<file path="config.mk">
export PLATFORM = sky130hd
export DESIGN_NAME = mc_datapath_core
export DESIGN_NICKNAME = d
export VERILOG_FILES = /design/src/rtl/mc_datapath_core.sv
export SDC_FILE = /design/constraint.sdc
export NUM_CORES = 1
export LEC_CHECK = 0
export CAP_MARGIN = 5
export CORE_ASPECT_RATIO = 0.7
export CORE_MARGIN = 2
export CORE_UTILIZATION = 30
export CTS_CLUSTER_DIAMETER = 120
export DETAILED_ROUTE_END_ITERATION = 10
export SLEW_MARGIN = 10
export SYNTH_ARGS = -nofsm -noshare
export SYNTH_HDL_FRONTEND = slang
export SYNTH_SLANG_ARGS = --single-unit
</file>
<file path="constraint.sdc">
create_clock -name CLK -period 17.4 [get_ports CLK]
set_input_delay 3.48 -clock CLK [delete_from_list [all_inputs] [get_ports CLK]]
set_output_delay 3.48 -clock CLK [all_outputs]
set_load 0.02 [all_outputs]
</file>
<file path="src/rtl/mc_datapath_core.sv">
// mc_datapath_core
//   Multicycle MIPS datapath. Holds PC and the non-architectural registers
//   (IR, MDR, A, B, ALUOut), the ALU and the SrcA/SrcB/next-PC muxes. All
//   sequencing comes from the external main/ALU decoder; a control word
//   applied in cycle n takes effect at the edge that ends cycle n.
// Ports
//   CLK, RESET            clock, synchronous active-low reset
//   IrD, PCSr, ALUSrA,
//   ALUSrB, ALUControl,
//   IRWr, PCWr, Brnch,
//   MemWr, RegWr,
//   Mem2Reg, RegDs        decoder control word
//   MemAddr/MemWData/
//   MemWE, MemRData       unified instruction/data memory (async read)
//   RA1/RA2/WA3/WD3/
//   RegWE, RD1/RD2        register file (async read)
//   Op, Funct, Zero       status back to the decoder
module mc_datapath_core #(
  parameter logic [31:0] RESET_PC = 32'h0000_0000
) (
  input  logic        CLK,
  input  logic        RESET,
  input  logic        IrD,
  input  logic [1:0]  PCSr,
  input  logic        ALUSrA,
  input  logic [1:0]  ALUSrB,
  input  logic [2:0]  ALUControl,
  input  logic        IRWr,
  input  logic        PCWr,
  input  logic        Brnch,
  input  logic        MemWr,
  input  logic        RegWr,
  input  logic        Mem2Reg,
  input  logic        RegDs,
  input  logic [31:0] MemRData,
  output logic [31:0] MemAddr,
  output logic [31:0] MemWData,
  output logic        MemWE,
  input  logic [31:0] RD1,
  input  logic [31:0] RD2,
  output logic [4:0]  RA1,
  output logic [4:0]  RA2,
  output logic [4:0]  WA3,
  output logic [31:0] WD3,
  output logic        RegWE,
  output logic [5:0]  Op,
  output logic [5:0]  Funct,
  output logic        Zero
);

  localparam logic [2:0] ALU_AND = 3'b000;
  localparam logic [2:0] ALU_OR  = 3'b001;
  localparam logic [2:0] ALU_ADD = 3'b010;
  localparam logic [2:0] ALU_SUB = 3'b110;
  localparam logic [2:0] ALU_SLT = 3'b111;

  logic [31:0] pc, ir, mdr, a, b, alu_out;
  logic [31:0] sign_imm, src_a, src_b, alu_res, pc_next;
  logic        pc_en;

  assign sign_imm = {{16{ir[15]}}, ir[15:0]};
  assign src_a    = ALUSrA ? a : pc;

  always_comb begin
    src_b = b;
    case (ALUSrB)
      2'b00:   src_b = b;
      2'b01:   src_b = 32'd4;
      2'b10:   src_b = sign_imm;
      default: src_b = {sign_imm[29:0], 2'b00};
    endcase
  end

  // Unassigned ALU codes deliberately produce 0 (and so assert Zero).
  always_comb begin
    alu_res = '0;
    case (ALUControl)
      ALU_ADD: alu_res = src_a + src_b;
      ALU_SUB: alu_res = src_a - src_b;
      ALU_AND: alu_res = src_a & src_b;
      ALU_OR:  alu_res = src_a | src_b;
      ALU_SLT: alu_res = {31'd0, $signed(src_a) < $signed(src_b)};
      default: alu_res = '0;
    endcase
  end

  assign Zero = (alu_res == 32'd0);

  // Code 11 is reserved and simply re-selects the current PC.
  always_comb begin
    pc_next = pc;
    case (PCSr)
      2'b00:   pc_next = alu_res;
      2'b01:   pc_next = alu_out;
      2'b10:   pc_next = {pc[31:28], ir[25:0], 2'b00};
      default: pc_next = pc;
    endcase
  end

  // Branch uses this cycle's combinational Zero, not a registered copy.
  assign pc_en = PCWr | (Brnch & Zero);

  always_ff @(posedge CLK) begin
    if (!RESET) begin
      pc      <= RESET_PC;
      ir      <= '0;
      mdr     <= '0;
      a       <= '0;
      b       <= '0;
      alu_out <= '0;
    end else begin
      mdr     <= MemRData;
      a       <= RD1;
      b       <= RD2;
      alu_out <= alu_res;
      if (IRWr)  ir <= MemRData;
      if (pc_en) pc <= pc_next;
    end
  end

  assign MemAddr  = IrD ? alu_out : pc;
  assign MemWData = b;
  assign MemWE    = MemWr & RESET;
  assign RA1      = ir[25:21];
  assign RA2      = ir[20:16];
  assign WA3      = RegDs ? ir[15:11] : ir[20:16];
  assign WD3      = Mem2Reg ? mdr : alu_out;
  assign RegWE    = RegWr & RESET;
  assign Op       = ir[31:26];
  assign Funct    = ir[5:0];

endmodule

</file>
# ---- Word-level counts from Yosys, hierarchy flattened
# Index checks and enable logic that the tools add are counted.
# W data, S select, Z words.
dict set report classes {
  bitwise_logic 7
  eq_ne 8
  order_cmp 1
  n_mux 7
  reduce_logical 8
  add_sub_neg 2
}
# cell count
set ops {}
lappend ops {{$pmux W32 S3} 2}
lappend ops {{$pmux W32 S5} 1}
lappend ops {{$mux W32} 3}
lappend ops {{$add A32 B32 Y32} 1}
lappend ops {{$and A32 B32 Y32} 1}
lappend ops {{$logic_not A32 Y1} 1}
lappend ops {{$lt A32 B32 Y1} 1}
lappend ops {{$or A32 B32 Y32} 1}
lappend ops {{$sub A32 B32 Y32} 1}
lappend ops {{$eq A3 B3 Y1 const B} 2}
lappend ops {{$mux W5} 1}
lappend ops {{$eq A2 B1 Y1 const B} 2}
lappend ops {{$eq A2 B2 Y1 const B} 2}
lappend ops {{$logic_not A2 Y1} 2}
lappend ops {{$and A1 B1 Y1} 3}
lappend ops {{$eq A3 B1 Y1 const B} 1}
lappend ops {{$eq A3 B2 Y1 const B} 1}
lappend ops {{$logic_not A3 Y1} 1}
lappend ops {{$reduce_and A3 Y1} 1}
lappend ops {{$reduce_bool A3 Y1} 1}
lappend ops {{$reduce_and A2 Y1} 1}
lappend ops {{$reduce_bool A2 Y1} 1}
lappend ops {{$not A1 Y1} 1}
lappend ops {{$or A1 B1 Y1} 1}
dict set report word_totals {
  reg_bits 192
  out_inout_bits 126
  elab_cells 40
}

# ---- Depth between registers and ports, before layout
# Gate-level depths: netlist (run 1).
dict set report depth {
  depth_word 8
  ltp_mapped 22
}

# ---- Worst setup path before layout (run 1)
# No wires, ideal clock.
dict set report synth_timing {
  path_kind {in2out}
  start {in ALUSrB[1]}
  end {out Zero}
  n_path_buf 3
  t_arrival_ns 8.115
  path_slack_ns 5.805
  cell_stages 15
  path_cell_list {clkbuf_1 > clkbuf_1 > mux2i_1 > o21ai_0 > ha_1 > buf_6 > a21o_1 > a221oi_4 > xnor2_1 > a2111o_1 > or4_1 > nor4_1 > nand4b_1 > or4_4 > nor3_1}
}
dict set report synth_via {
  elab_chain_len 5
  word_cells_on_any_way 11
  classes_between {add/sub: 2; order compare: 1; eq/ne: 2; mux: 2; bitwise: 2; reduce/logical: 2}
}
# item line
set synth_lines {}
lappend synth_lines {{from (decl)} 26} ;# input logic [1:0] ALUSrB,
lappend synth_lines {{$eq A2 B2 Y1 (tied with other cells)} 66} ;# case (ALUSrB)
lappend synth_lines {{$pmux W32 S3 *} 66}
lappend synth_lines {{$sub A32 B32 Y32 (tied with other cells)} 79} ;# ALU_SUB: alu_res = src_a - src_b;
lappend synth_lines {{$pmux W32 S5 *} 77} ;# case (ALUControl)
lappend synth_lines {{$logic_not A32 Y1 *} 87} ;# assign Zero = (alu_res == 32'd0);
lappend synth_lines {{to (decl)} 48} ;# output logic Zero
# Mark *: on every way between the ends. The rest lies on a longest branch, timed or not.

# ---- Worst setup path after layout (run 1)
dict set report layout_timing {
  start {in ALUSrB[0]}
  end {out Zero}
}
# Same word-level chain as after synthesis.

==> results of run 1 <==
==> metrics by stage <==
stage	worst slack, ns	utilization	area (µm²)	total power [W]	instances
after floorplan	5.81	-	13900	0.000784	1671
after global placement	3.68	0.364	16500	0.000958	2392
after detailed placement	3.53	0.364	16500	0.000958	2392
after CTS	3.51	0.377	17100	0.00136	2422
after global routing	2.93	0.377	17100	0.00142	2422
final	3.36	0.377	17100	0.00136	2422
==> where the power goes <==
part	internal, W	switching [W]	leakage (nW)	total (W)
Sequential	0.000467	0.0000237	1.59	0.000491
Clock	0.000209	0.000191	0.280	0.000400
Combinational	0.000185	0.000281	5.08	0.000466
==> routing by layer <==
layer  vias to the layer above  GRT usage
met3                        80     0.0520
met5                         -          0
met4                         2     0.0630
li1                       6182          -
met2                       526      0.355
met1                      6360      0.312
==> worst max-delay path by stage <==
stage	cells after the start	endpoint	startpoint
after floorplan	15	Zero	ALUSrB[1]
after global placement	16	Zero	ALUSrB[0]
after detailed placement	16	Zero	ALUSrB[0]
after CTS	16	Zero	ALUSrB[0]
after global routing	16	Zero	ALUSrB[0]
final	16	Zero	ALUSrB[0]
==> state kept, by name (all words and copies together) (netlist names) <==
| signal | flops |
|---|---|
| pc | 32 |
| a | 32 |
| ir | 32 |
| alu_out | 32 |
| MemWData | 32 |
| mdr | 32 |
==> synth_stat cells, drive strengths merged (6+ instances only) <==
master | n | area (µm²)
or2 | 6 | 37.5
a211o | 8 | 70.1
dfxtp | 192 | 3840
nand4 | 17 | 106
mux2 | 103 | 1160
nor3 | 19 | 95.1
a311oi | 6 | 52.6
a221o | 22 | 220
o31ai | 33 | 248
and4 | 6 | 52.6
nor2 | 120 | 450
and3 | 10 | 62.6
o21a | 6 | 45.0
ha | 107 | 1340
buf | 46 | 308
and2 | 125 | 782
a21o | 22 | 165
a211oi | 14 | 105
clkbuf | 94 | 353
a21oi | 86 | 430
nand2b | 7 | 43.8
o21ai | 62 | 310
o211ai | 44 | 330
nand3 | 27 | 135
a31oi | 14 | 87.6
xnor2 | 22 | 193
or4 | 6 | 48.8
nand2 | 109 | 409
o22ai | 13 | 81.3
nor2b | 14 | 87.6
nor4 | 18 | 113
mux2i | 92 | 921
or3 | 7 | 43.8
a221oi | 9 | 96.4
inv | 114 | 428
==> logic make-up (layout without fill, tap and decap cells) <==
logic type,after synthesis,in the layout,share of synthesized area
simple gates,508,508,0.187
compound gates,389,389,0.195
buf+inv,255,403,0.0785
mux,195,195,0.150
flops,192,192,0.276
fa+ha+maj,109,109,0.0991
xor+xnor,23,23,0.0145
==> critical path: cells and delay by family <==
family	cells	cell delay, ns
and+or+nand+nor	7	3.20
buffers and inverters	3	1.89
AOI/OAI and AO/OA	5	1.45
adders and majority gates	1	0.55
==> final cells by class <==
class                   instances  area [µm²]
multi-input cells            1224        8990
well taps                     603         754
repair buffers                258        2520
clock inverters                10         115
flip-flops and latches        192        3840
clock buffers                  20         457
inverters                     115         432
fillers                      4671       28300
==> flow_metrics.env, run 1 <==
export IMPL_status="complete, no violations"
export IMPL_drt_iter0_markers=1030
export IMPL_cts_sinks=192
export IMPL_ir_worst_vdd_mv=0.0600
export IMPL_fp_dieH_um=184
export IMPL_overflow=0
export IMPL_drt_first_pass_iters=6
export IMPL_synth_flop_cell="dfxtp_1"
export IMPL_dp_hpwl_um=41900
export IMPL_synth_edff_count=0
export IMPL_final_common_cell="clkdlybuf4s50_1"
export IMPL_dr_total_vias=13150
export IMPL_cts_root_buf="clkbuf_16"
export IMPL_drc=0
export IMPL_min_period_ns=14.04
export IMPL_finClkSkew_ns=0.0157
export IMPL_worstHoldStart="pc[13]"
export IMPL_fin_hold_ws_ns=0.477
export IMPL_cts_buffers=17
export IMPL_min_to="pc[13]"
export IMPL_initial_core_util=0.307
export IMPL_ys_warn_count=0
export IMPL_synth_cell_types=76
export IMPL_grt_usage=0.227
export IMPL_start_kind="primary input"
export IMPL_cts_tree="done"
export IMPL_clock_latency_ns=0.47
export IMPL_reg2reg_to="pc[7]"
export IMPL_cp_data_required_time_ns=13.92
export IMPL_antenna_found_initial=1
export IMPL_setup_tns_ns=0
export IMPL_rsz0062_at_grt="false"
export IMPL_ios=240
export IMPL_r2r_cells=17
export IMPL_slowest_stage="clkdlybuf4s50_1"
export IMPL_crit_arrival_ns=10.56
export IMPL_path_cells="clkdlybuf4s50_1, and2_0, nand2_1, o21ai_0, ha_1, inv_1, a211oi_1, a211oi_1, a31o_1, a2111o_1, or4_1, nor4_1, nand4b_1, or4_4, nor3_1, clkdlybuf4s50_1"
export IMPL_portBuffers=239
export IMPL_wl_per_cell_um=22.6
export IMPL_via_per_inst=5.43
export IMPL_post_cts_buffers=0
export IMPL_syn2layout_area_growth_pct=22.9
export IMPL_max_stage_delay_ns=1.02
export IMPL_synth_seq_cells=192
export IMPL_insertedDiodeCount=0
export IMPL_path_max_fanout=20
export IMPL_min_path_cells=2
export IMPL_p_leak_nw=6.95
export IMPL_grt_max_degree=104
export IMPL_r2r_start="ir[15]"
export IMPL_nets=2031
export IMPL_synth_cells=1671
export IMPL_drive_gt1_frac=0.0968
export IMPL_route_met2_wl_um=24200
export IMPL_clockBufferDepth=2
export IMPL_core_area_um2=45400
export IMPL_max_cap_violations=0
export IMPL_mostFrequentLayoutCells="clkdlybuf4s50_1 (235), dfxtp_1 (192), and2_1 (124)"
export IMPL_worstMarginPinSlew_ns=1.11
export IMPL_netlist_area_um2=13900
export IMPL_route_met3_wl_um=3920
export IMPL_place_gp_congestion=0.944
export IMPL_crit_type="in2out"
export IMPL_hold_buffers=0
export IMPL_rows=65
export IMPL_finalSetupViolCount=0
export IMPL_powerDensity_nw_per_um2=79.3
export IMPL_endpoint_kind="output port"
export IMPL_hold_path_class="reg2reg"
export IMPL_wl_met1_um=25400
export IMPL_cts_htree_levels=4
export IMPL_report_final_slew_viol_count=0
export IMPL_grt_pass1_wl_um=82400
export IMPL_r2r_setup_slack_ns=10.42
export IMPL_antenna_left=0
export IMPL_clkTransAtPathRegs_ns=0.08
export IMPL_synth_async_sr_flop_share=0
export IMPL_die_area_um2=48200
export IMPL_top_layer="met5"
export IMPL_synth_area_per_cell_um2=8.33
export IMPL_syn_nets=1894
export IMPL_fin_crit_sh=0.807
export IMPL_cts_resized=0
export IMPL_grt_pass1_vias=12927
export IMPL_hold_viol=0
export IMPL_seq_area_frac_synth=0.276
export IMPL_slew_limit_headroom=0.256
export IMPL_die_w_um=261
export IMPL_timing_fmax_mhz=71.2
export IMPL_wirelength_um=54800
Note: power is estimated with default switching activity, not from simulation.
==> run 2: changes to the inputs <==
==> constraint.sdc (replaced) <==
create_clock -name CLK -period 12.11 [get_ports CLK]
set_input_delay 2.422 -clock CLK [delete_from_list [all_inputs] [get_ports CLK]]
set_output_delay 2.422 -clock CLK [all_outputs]
set_load 0.02 [all_outputs]
==> run 2 against run 1 <==
  * Combinational power increased by 44%
  * Worst setup slack got worse by 2.6 ns
  * Clock skew decreased by 0.0021 ns
  * Critical path type unchanged
  * Highest routed layer is now met4
==> flow_metrics.env, run 2 (synthesis results as in run 1) <==
export IMPL_nets=2039
export IMPL_dp_hpwl_um=41900
export IMPL_crit_arrival_ns=8.88
export IMPL_drt_first_pass_iters=9
export IMPL_cp_data_required_time_ns=9.69
export IMPL_path_max_fanout=14
export IMPL_antenna_found_initial=0
export IMPL_slew_limit_headroom=0.209
export IMPL_r2r_setup_slack_ns=5.32
export IMPL_timing_fmax_mhz=88.4
export IMPL_powerDensity_nw_per_um2=113
export IMPL_min_path_cells=2
export IMPL_die_w_um=261
export IMPL_die_area_um2=48200
export IMPL_startpoint="ALUSrA"
export IMPL_post_cts_buffers=0
export IMPL_antenna_left=0
export IMPL_max_cap_violations=0
export IMPL_drc=0
export IMPL_cts_tree="done"
export IMPL_start_kind="primary input"
export IMPL_cts_sinks=192
export IMPL_report_final_slew_viol_count=0
export IMPL_r2r_start="ir[0]"
export IMPL_worstHoldStart="pc[8]"
export IMPL_dr_total_vias=13407
export IMPL_finClkSkew_ns=0.0135
export IMPL_grt_pass1_vias=12877
export IMPL_r2r_cells=19
export IMPL_wirelength_um=54000
export IMPL_fin_util=0.378
export IMPL_insertedDiodeCount=0
export IMPL_clock_latency_ns=0.47
export IMPL_fp_dieH_um=184
export IMPL_drive_gt1_frac=0.101
export IMPL_initial_core_util=0.307
export IMPL_wl_per_cell_um=22.2
export IMPL_syn2layout_area_growth_pct=23.3
export IMPL_mostFrequentLayoutCells="clkdlybuf4s50_1 (235), dfxtp_1 (192), and2_1 (124)"
export IMPL_endpoint_kind="output port"
export IMPL_clkTransAtPathRegs_ns=0.07
export IMPL_reg2reg_to="pc[9]"
export IMPL_place_gp_congestion=0.987
export IMPL_core_area_um2=45400
export IMPL_finalSetupViolCount=0
export IMPL_worstMarginPinSlew_ns=1.18
export IMPL_hold_viol=0
export IMPL_p_leak_nw=6.98
export IMPL_cts_htree_levels=4
export IMPL_cts_buffers=17
export IMPL_status="complete, no violations"
export IMPL_ir_worst_vdd_mv=0.100
export IMPL_drt_iter0_markers=1254
export IMPL_crit_type="in2out"
export IMPL_rows=65
export IMPL_overflow=0
export IMPL_final_common_cell="clkdlybuf4s50_1"
export IMPL_ios=240
export IMPL_cts_root_buf="clkbuf_16"
export IMPL_portBuffers=239
export IMPL_grt_max_degree=105
export IMPL_grt_pass1_wl_um=80900
export IMPL_via_per_inst=5.52
export IMPL_min_period_ns=11.31
export IMPL_clockBufferDepth=2
export IMPL_grt_usage=0.221
export IMPL_crit_path_end="Zero"
export IMPL_setup_tns_ns=0
export IMPL_hold_path_class="reg2reg"
export IMPL_hold_buffers=0
export IMPL_cts_resized=0
export IMPL_fin_crit_sh=0.934
export IMPL_rsz0062_at_grt="false"
-- run 2: through the flow --
stage / cell area [µm²] / setup slack, ns / instances / power, W / hold slack [ns]
after floorplan: 13900 / 2.63 / 1671 / 0.00113 / 0.443
after detailed placement: 16600 / 0.984 / 2400 / 0.00138 / 0.467
after global routing: 17200 / 0.610 / 2431 / 0.00202 / 0.502
after global placement: 16600 / 1.05 / 2400 / 0.00138 / 0.460
after CTS: 17200 / 0.975 / 2431 / 0.00193 / 0.477
final: 17200 / 0.804 / 2431 / 0.00193 / 0.476
-- run 2: final cells by class --
class                   instances  area, µm²
clock buffers                  18        439
clock inverters                13        128
fillers                      4647      28200
inverters                     115        432
multi-input cells            1224       8990
flip-flops and latches        192       3840
well taps                     603        754
repair buffers                266       2580
-- run 2: layer usage --
metal	wire, µm	up-vias	part of all wire	GRT usage
li1	-	6204	-	-
met1	24800	6514	0.46	0.311
met2	23200	611	0.43	0.338
met3	4370	78	0.081	0.0433
met4	1630	0	0.030	0.0714
met5	0	-	0	0
-- run 2: critical path, stage by stage --
cell and delay (ns):
clkdlybuf4s50_1 0.73, buf_4 0.24, mux2_2 0.37, ha_1 0.64, inv_1 0.19, a211oi_1 0.57
a211oi_1 0.15, a31o_1 0.24, a2111o_1 0.34, or4_1 0.57, nor4_1 0.66, nand4b_1 0.17
or4_4 0.61, nor3_1 0.30, clkdlybuf4s50_1 0.67
-- run 2: how the worst min path moves through the flow --
stage | endpoint | slack [ns]
after CTS | pc[8] | 0.48
after global routing | pc[14] | 0.50
after floorplan | pc[10] | 0.44
after global placement | pc[3] | 0.46
after detailed placement | pc[8] | 0.47
final | pc[8] | 0.48
-- run 2: power breakdown --
| part | switching [W] | total [W] | internal (W) |
|---|---|---|---|
| Sequential | 0.0000351 | 0.000707 | 0.000672 |
| Clock | 0.000279 | 0.000555 | 0.000275 |
| Combinational | 0.000402 | 0.000670 | 0.000268 |
==> run 3: changes to the inputs <==
--- a/config.mk
+++ b/config.mk
@@ -6,11 +6,14 @@
 export NUM_CORES = 1
 export LEC_CHECK = 0
 export CAP_MARGIN = 5
+export CELL_PAD_IN_SITES_DETAIL_PLACEMENT = 1
+export CELL_PAD_IN_SITES_GLOBAL_PLACEMENT = 2
 export CORE_ASPECT_RATIO = 0.7
 export CORE_MARGIN = 2
-export CORE_UTILIZATION = 30
+export CORE_UTILIZATION = 29
 export CTS_CLUSTER_DIAMETER = 120
 export DETAILED_ROUTE_END_ITERATION = 10
+export PLACE_DENSITY_LB_ADDON = 0.1
 export SLEW_MARGIN = 10
 export SYNTH_ARGS = -nofsm -noshare
 export SYNTH_HDL_FRONTEND = slang
==> run 3 against run 2 <==
  * First-iteration DRC count decreased by 17%
  * Worst hold slack improved by 0.0038 ns
  * Largest power group unchanged
  * Global-route usage increased by 2.6 points
  * Non-clock buffer count increased by 5
  * Register-to-register slack got worse by 0.10 ns
  * Via count decreased by 1.3%
  * Final cell count increased by 1.0%
  * Design area increased by 0.46%
  * Clock-buffer cell count decreased by 1
  * Largest cell class unchanged
  * Sequential share of layout area decreased by 0.10 points
  * Clock skew increased by 0.0072 ns
==> flow_metrics.env, run 3 (synthesis results as in run 1) <==
export IMPL_status="complete, no violations"
export IMPL_hold_buffers=0
export IMPL_setup_ws_ns=0.424
export IMPL_portBuffers=239
export IMPL_dr_total_vias=13235
export IMPL_report_final_slew_viol_count=0
export IMPL_grt_pass1_vias=13429
export IMPL_intPower_w=0.00123
export IMPL_finalSetupViolCount=0
export IMPL_wl_per_cell_um=25.3
export IMPL_wirelength_um=62100
export IMPL_fin_crit_sh=0.965
export IMPL_die_w_um=266
export IMPL_max_cap_violations=0
export IMPL_hold_path_class="reg2reg"
export IMPL_sw_frac_of_total=0.380
export IMPL_clockBufferDepth=2
export IMPL_timing_fmax_mhz=85.6
export IMPL_p_leak_nw=7.01
export IMPL_cts_buffers=17
export IMPL_rsz0062_at_grt="false"
export IMPL_cts_htree_levels=4
export IMPL_nets=2044
export IMPL_drt_first_pass_iters=5
export IMPL_power_switching_w=0.000757
export IMPL_crit_type="in2out"
export IMPL_pwr_share_clk=0.295
export IMPL_place_ws_ns=0.535
export IMPL_start_kind="primary input"
export IMPL_drt_iter0_markers=1040
export IMPL_crit_arrival_ns=9.26
export IMPL_final_common_cell="clkdlybuf4s50_1"
export IMPL_core_area_um2=47600
export IMPL_via_per_inst=5.39
export IMPL_final_area_um2=17200
export IMPL_antenna_left=0
export IMPL_post_cts_buffers=0
export IMPL_power_frac_comb=0.349
export IMPL_cp_data_required_time_ns=9.69
export IMPL_cts_tree="done"
export IMPL_cts_resized=0
export IMPL_initial_core_util=0.292
export IMPL_seqPwrFrac=0.356
export IMPL_drive_gt1_frac=0.104
export IMPL_cts_root_buf="clkbuf_16"
export IMPL_mostFrequentLayoutCells="clkdlybuf4s50_1 (235), dfxtp_1 (192), and2_1 (124)"
export IMPL_place_gp_congestion=0.918
export IMPL_dp_hpwl_um=48300
export IMPL_overflow=0
export IMPL_antenna_found_initial=2
export IMPL_min_period_ns=11.69
export IMPL_ir_worst_vdd_mv=0.0603
export IMPL_clkTransAtPathRegs_ns=0.07
export IMPL_drc=0
export IMPL_worstMarginPinSlew_ns=1.22
export IMPL_powerDensity_nw_per_um2=115
export IMPL_die_area_um2=49800
export IMPL_setup_tns_ns=0
export IMPL_rows=67
export IMPL_clock_latency_ns=0.47
export IMPL_ios=240
export IMPL_hold_viol=0
export IMPL_syn2layout_area_growth_pct=23.9
export IMPL_placed_area_um2=16700
export IMPL_fp_dieH_um=187
export IMPL_grt_max_degree=109
export IMPL_grt_pass1_wl_um=91500
export IMPL_endpoint_kind="output port"
export IMPL_path_max_fanout=14
export IMPL_slew_limit_headroom=0.183
export IMPL_finClkSkew_ns=0.0207
export IMPL_cts_sinks=192
export IMPL_grt_usage=0.247
run 3: metal layers:
metal / vias up / routed length (µm) / track usage
met5: - / 27 / 0
met4: 4 / 1130 / 0.0575
met3: 57 / 3330 / 0.0494
met2: 379 / 27700 / 0.385
met1: 6580 / 29900 / 0.348
li1: 6215 / - / -
run 3: power groups by stage:
stage / Sequential (W) / Combinational [W] / Clock, W
6_report: 0.000708 / 0.000695 / 0.000587
5_1_grt: 0.000712 / 0.000747 / 0.000629
4_1_cts: 0.000709 / 0.000689 / 0.000610
3_5_place_dp: 0.000723 / 0.000685 / 0
3_3_place_gp: 0.000723 / 0.000683 / 0
2_1_floorplan: 0.000709 / 0.000417 / 0
run 3: final cells by class:
| class | count | area [µm²] |
|---|---|---|
| clock inverter | 15 | 158 |
| timing repair buffer | 271 | 2620 |
| inverter | 115 | 432 |
| tap | 621 | 777 |
| fill | 5558 | 30400 |
| sequential | 192 | 3840 |
| multi-input combinational | 1224 | 8990 |
| clock buffer | 17 | 425 |
| antenna | 1 | 2.50 |
run 3: final timing paths:
kind	start	to	slack [ns]	cells after the start
worst max-delay path	ALUSrB[1]	Zero	0.42	16
worst min-delay path	pc[1]	pc[1]	0.48	2
worst max register to register	ir[11]	pc[19]	5.22	16
worst min register to register	pc[1]	pc[1]	0.48	2
run 3: per-stage QoR:
stage               utilization  std cells  total power [W]  hold slack (ns)
global placement          0.350       2423          0.00141            0.459
global route              0.362       2455          0.00209            0.506
floorplan                     -       1671          0.00113            0.443
finish                    0.362       2456          0.00199            0.480
CTS                       0.362       2455          0.00201            0.484
detailed placement        0.350       2423          0.00141            0.467
run 3: critical path: stages:
cell and delay [ns]:
clkdlybuf4s50_1 0.76, and2_0 0.76, nand2_1 0.11, o21ai_0 0.23, ha_1 0.46, inv_1 0.21, a21oi_1 0.15, o31ai_1 0.98
a22oi_1 0.17, a311oi_1 0.32, and3_1 0.44, nor4b_1 0.62, nand4b_1 0.16, or4_4 0.59, nor3_1 0.20, clkdlybuf4s50_1 0.69
